<file path="src/rtl/store_data_unit_pkg.sv">
// store_data_unit_pkg: size encodings, FSM state type and the buffered store entry.
package store_data_unit_pkg;
  typedef enum logic [1:0] {
    SZ_BYTE = 2'b00,
    SZ_HALF = 2'b01,
    SZ_WORD = 2'b10,
    SZ_RSVD = 2'b11
  } size_e;
  typedef enum logic {IDLE, ISSUE} state_e;
  typedef struct packed {
    logic [31:0] addr;
    logic [31:0] wdata;
    logic [3:0]  be;
  } entry_t;
endpackage

</file>
<file path="src/rtl/store_data_unit_align.sv">
// store_align: lane replication and byte-enable generation; MISALIGN_CHECK_EN flags misaligned half/word.
module store_align
  import store_data_unit_pkg::*;
(
  input  logic [31:0] addr_i,
  input  logic [31:0] data_i,
  input  logic [1:0]  size_i,
  output logic [31:0] addr_o,
  output logic [31:0] wdata_o,
  output logic [3:0]  be_o,
  output logic        bad_o
);
  logic mis;
  assign addr_o  = {addr_i[31:2], 2'b00};
  assign wdata_o = size_i == SZ_BYTE ? {4{data_i[7:0]}} : size_i == SZ_HALF ? {2{data_i[15:0]}} : data_i;
  assign be_o    = size_i == SZ_BYTE ? 4'b0001 << addr_i[1:0] : size_i == SZ_HALF ? (addr_i[1] ? 4'b1100 : 4'b0011) : 4'b1111;
`ifdef MISALIGN_CHECK_EN
  assign mis = (size_i == SZ_HALF && addr_i[0]) || (size_i == SZ_WORD && addr_i[1:0] != 2'b00);
`else
  assign mis = 1'b0;
`endif
  assign bad_o = size_i == SZ_RSVD || mis;
endmodule

</file>
<file path="src/rtl/store_data_unit.sv">
// store_data_unit: 2-entry store FIFO feeding a memory write port with ack timeout; MISALIGN_CHECK_EN enables misalign errors.
module store_data_unit
  import store_data_unit_pkg::*;
#(
  parameter int ACK_TIMEOUT = 255
) (
  input  logic        clk,
  input  logic        reset,
  input  logic        st_valid,
  output logic        st_ready,
  input  logic [31:0] st_addr,
  input  logic [31:0] st_data,
  input  logic [1:0]  st_size,
  output logic        mem_we,
  output logic [31:0] mem_addr,
  output logic [31:0] mem_wdata,
  output logic [3:0]  mem_be,
  input  logic        mem_ack,
  output logic        busy,
  output logic        err
);
  logic [1:0]  cnt_q, cnt_d;
  entry_t      s0_q, s1_q, s0_d, s1_d, new_e;
  state_e      state_q;
  logic [9:0]  tmo_q;
  logic        err_q, bad, acc, push, pop, tmo_hit;
  logic [31:0] al_addr, al_wdata;
  logic [3:0]  al_be;
  store_align u_align (
    .addr_i (st_addr),
    .data_i (st_data),
    .size_i (st_size),
    .addr_o (al_addr),
    .wdata_o(al_wdata),
    .be_o   (al_be),
    .bad_o  (bad)
  );
  assign new_e     = '{addr: al_addr, wdata: al_wdata, be: al_be};
  assign st_ready  = cnt_q != 2'd2;
  assign acc       = st_valid && st_ready;
  assign push      = acc && !bad;
  assign mem_we    = state_q == ISSUE;
  assign tmo_hit   = mem_we && !mem_ack && tmo_q == 10'(ACK_TIMEOUT - 1);
  assign pop       = mem_we && (mem_ack || tmo_hit);
  assign busy      = cnt_q != 2'd0;
  assign err       = err_q;
  assign mem_addr  = s0_q.addr;
  assign mem_wdata = s0_q.wdata;
  assign mem_be    = s0_q.be;
  // slot 0 is the head; it is only overwritten by a new or shifted entry, so it holds the last write when idle
  always_comb begin
    cnt_d = cnt_q + {1'b0, push} - {1'b0, pop};
    s0_d  = push && (cnt_q == 2'd0 || (pop && cnt_q == 2'd1)) ? new_e : (pop && cnt_q == 2'd2 ? s1_q : s0_q);
    s1_d  = push && cnt_q == 2'd1 && !pop ? new_e : s1_q;
  end
  always_ff @(posedge clk) begin
    if (reset) begin
      state_q <= IDLE;
      cnt_q   <= '0;
      s0_q    <= '0;
      s1_q    <= '0;
      tmo_q   <= '0;
      err_q   <= 1'b0;
    end else begin
      state_q <= cnt_d != 2'd0 ? ISSUE : IDLE;
      cnt_q   <= cnt_d;
      s0_q    <= s0_d;
      s1_q    <= s1_d;
      tmo_q   <= (pop || !mem_we) ? '0 : tmo_q + 10'd1;
      err_q   <= (acc && bad) || (pop && !mem_ack);
    end
  end
endmodule

</file>
<file path="config.mk">
export PLATFORM = sky130hd
export DESIGN_NAME = store_data_unit
export DESIGN_NICKNAME = d
export VERILOG_FILES = /design/src/rtl/store_data_unit_pkg.sv /design/src/rtl/store_data_unit_align.sv /design/src/rtl/store_data_unit.sv
export SDC_FILE = /design/constraint.sdc
export NUM_CORES = 1
export LEC_CHECK = 0
export ABC_CLOCK_PERIOD_IN_PS = 2260
export BUFFER_PORTS_ARGS = -buffer_cell sky130_fd_sc_hd__clkbuf_2
export CAP_MARGIN = 20
export CORE_UTILIZATION = 29
export DETAILED_ROUTE_END_ITERATION = 8
export PLACE_DENSITY = 0.55
export SYNTH_ARGS = -nofsm -noshare
export SYNTH_HDL_FRONTEND = slang
export SYNTH_SLANG_ARGS = --single-unit
</file>
<file path="constraint.sdc">
create_clock -name clk -period 2.26 [get_ports clk]
set_input_delay 0.565 -clock clk [delete_from_list [all_inputs] [get_ports clk]]
set_output_delay 0.565 -clock clk [all_outputs]
set_load 0.05 [all_outputs]
</file>
==> run summary <==
Seq/Total Area, Yosys = 43.0%
Complex-gate fraction of the synthesized area = 25.2%
CTS sink count = 146
Area Growth Syn to Fin = 25.6%
Busiest grt layer = met2
Flop-to-flop setup slack = 0.11 ns
Overall power = 10.0 mW
Final Hold Viols = 0
First-pass GRT wire length = 36.8 mm
RSZ-0062 raised after global routing = no
Share of cells above drive strength 1 = 28.4%
Vias = 6650
Routed vias/inst = 5.43
Starting density of the core = 29.8%
Lkg Pwr = 3.27 nW
Horiz. Die Dim = 155 µm
Relative slew slack = 38.1%
Post-synthesis cell count = 798
Async set-reset flop share out of synthesis = 0%
Wirelength per Cell = 19.0 µm
Max Cap Viol = 0
Primary FF master, synth = dfxtp_1
FP Rows = 55
Crit share post-route = 95.1%
Synth cell types = 44
H-tree levels = 4
Critical Path End Type = flop
Min-Delay Path Depth = 3
Commonest cells after routing, fill and taps aside = nand3_1, dfxtp_1, clkbuf_2
Cell area after synthesis = 0.00680 mm²
Capturing point of the worst reg2reg path = mem_we
Core area = 0.0228 mm²
Commonest non-fill, non-tap cell in the layout = nand3_1
Synth Register Bits = 146
I/O Buffers = 139
Drt pass-1 iters = 5
Post-Syn Area per Cell = 8.52 µm²
Met3 usage = 3.62%
Antenna cells = 0
Global Route Usage Sum = 19.8%
HP Class = in2reg
Hold_buf cts = 0
Synth Area in Simple Gates = 18.3%
Met1 GRT Util = 28.4%
Xor and xnor area share after synthesis = 1.16%
Initial antenna violation count = 1
R2r worst-path depth = 12
Total negative slack = 0 ns
Root Driver = clkbuf_16
Worst-path fanout max = 3
Crit path time final = 2.15 ns
HPWL after detailed placement = 15.0 mm
Worst slew pin tran = 0.928 ns
Worst Path Arrival = 2.47 ns
Critical R2R Launch = tmo_q[0]
Largest family of logic cells by synthesized area = compound AO/OA/AOI/OAI gates
CP required = 2.58 ns
TritonCTS clock tree = yes
Max-slew violations = 0
Adder-cell share of the synthesized area = 0.736%
Max Freq = 465 MHz
Worst Hold End = s1_q[58]
# IOs = 142
Gpl congestion = 0.797
Mux share of post-synthesis cell area = 4.86%
Worst vdd ir = 0.473 mV
Largest net degree at the start of global routing = 98
Grt ovf = 0
Clock Pin Slew Worst Setup and Hold Paths = 0.07 ns
Die area = 0.0241 mm²
Final setup violation count = 0
Final wirelength = 23.3 mm
Vias in the first global route = 6207
Post-synth EDFFs = 0
Outcome = complete, no violations
ANT nets after route = 0
Skew-Pair Late Insertion Delay = 0.43 ns
Element type at the critical path start = flop
# DRC = 0
Crit Path Class = reg2reg
Layout Skew = 0.0144 ns
Hold_sp = st_addr[22]
CP startpoint = tmo_q[0]
Initial DRC Count = 552
Chip height = 155 µm
Clock buffer depth = 2
Fin nets = 973
GR Layer Usage met2 = 29.6%
Yosys warns = 0
TritonCTS Buffers = 17
Pwr dens = 1170 mW/mm²
==> routing by layer <==
metal | wire length (µm) | share of wire (%)
met1 | 11100 | 48
met4 | 374 | 1.6
met5 | 0 | 0
met2 | 10300 | 44
met3 | 1500 | 6.4
==> report_power, final <==
group          switching (mW)  internal [mW]
clock network            1.17           1.69
logic                    2.78           1.05
registers               0.259           3.05
total                    4.21           5.79
==> Yosys cell counts (4+ instances only) <==
cell | instances | area share (%)
a211oi_1 | 18 | 2.0
a21oi_1 | 67 | 4.9
a31o_2 | 19 | 2.4
a31oi_1 | 66 | 6.1
and3_1 | 18 | 1.7
buf_1 | 7 | 0.39
buf_2 | 37 | 2.7
buf_4 | 5 | 0.55
clkbuf_1 | 47 | 2.6
dfxtp_1 | 146 | 43
ha_1 | 4 | 0.74
mux2_2 | 8 | 1.3
mux2i_1 | 24 | 3.5
nand2_1 | 9 | 0.50
nand3_1 | 160 | 12
nor2_1 | 15 | 0.83
o21ai_0 | 46 | 3.4
o31a_1 | 8 | 1.0
o31ai_1 | 38 | 4.2
or3_1 | 8 | 0.74
xor2_1 | 8 | 1.0
==> sequential cells by signal (all words and copies together), names as in the netlist <==
| name | cells |
|---|---|
| cnt_q | 2 |
| s1_q | 66 |
| err | 1 |
| mem_be | 4 |
| mem_addr | 30 |
| tmo_q | 10 |
| mem_wdata | 32 |
| mem_we | 1 |
==> worst max-delay path by stage <==
| stage | end | slack [ns] | cells after the start |
|---|---|---|---|
| 3_5_place_dp | mem_we | 0.06 | 12 |
| 4_1_cts | mem_we | 0.05 | 12 |
| 2_1_floorplan | mem_we | 0.04 | 9 |
| 3_3_place_gp | mem_we | 0.1 | 12 |
| 6_report | mem_we | 0.11 | 12 |
| 5_1_grt | mem_we | 0.00004 | 12 |
==> stage by stage <==
| stage | setup slack, ns | instance area (µm²) | hold slack (ns) | utilization (%) | cells |
|---|---|---|---|---|---|
| after floorplan | 0.0363 | 6800 | 0.449 | - | 799 |
| after global placement | 0.0962 | 7920 | 0.461 | 34.7 | 1192 |
| after detailed placement | 0.0606 | 7920 | 0.467 | 34.7 | 1192 |
| after CTS | 0.0482 | 8510 | 0.374 | 37.3 | 1224 |
| after global routing | 0.0000364 | 8540 | 0.377 | 37.4 | 1225 |
| final | 0.111 | 8540 | 0.387 | 37.4 | 1225 |
==> cells by family (layout without fill, tap and decap cells) <==
logic type                 Yosys count  count (layout)
muxes                               32              32
xor gates and xnor gates             9               9
adders and majority gates            4               4
DFF                                146             146
buffers and inverters              101             214
and+or+nand+nor                    237             237
AOI/OAI and AO/OA                  268             268
other                                1               2
==> final cells by class <==
| type | count | area (µm²) |
|---|---|---|
| Clock buffer | 20 | 457 |
| Clock inverter | 12 | 133 |
| Fill cell | 2403 | 14300 |
| Inverter | 3 | 11.3 |
| Multi-Input combinational cell | 552 | 3470 |
| Sequential cell | 146 | 2930 |
| Tap cell | 313 | 392 |
| Timing Repair Buffer | 179 | 1150 |
==> repair_timing <==
item / CTS / global route
endpoints found under the setup margin: 0 / 1
gates resized for setup: 0 / 5
setup buffers: 0 / 1
==> worst max-delay path: stages (launching register included) <==
cell	delay, ns
dfxtp_2	0.33
inv_1	0.04
ha_2	0.18
and4bb_2	0.24
nand3_2	0.07
nand2_1	0.06
ha_1	0.28
inv_1	0.06
ha_2	0.18
xor2_2	0.14
and2_1	0.14
nor3_1	0.04
or2_2	0.27
(Power assumes the default switching activity.)
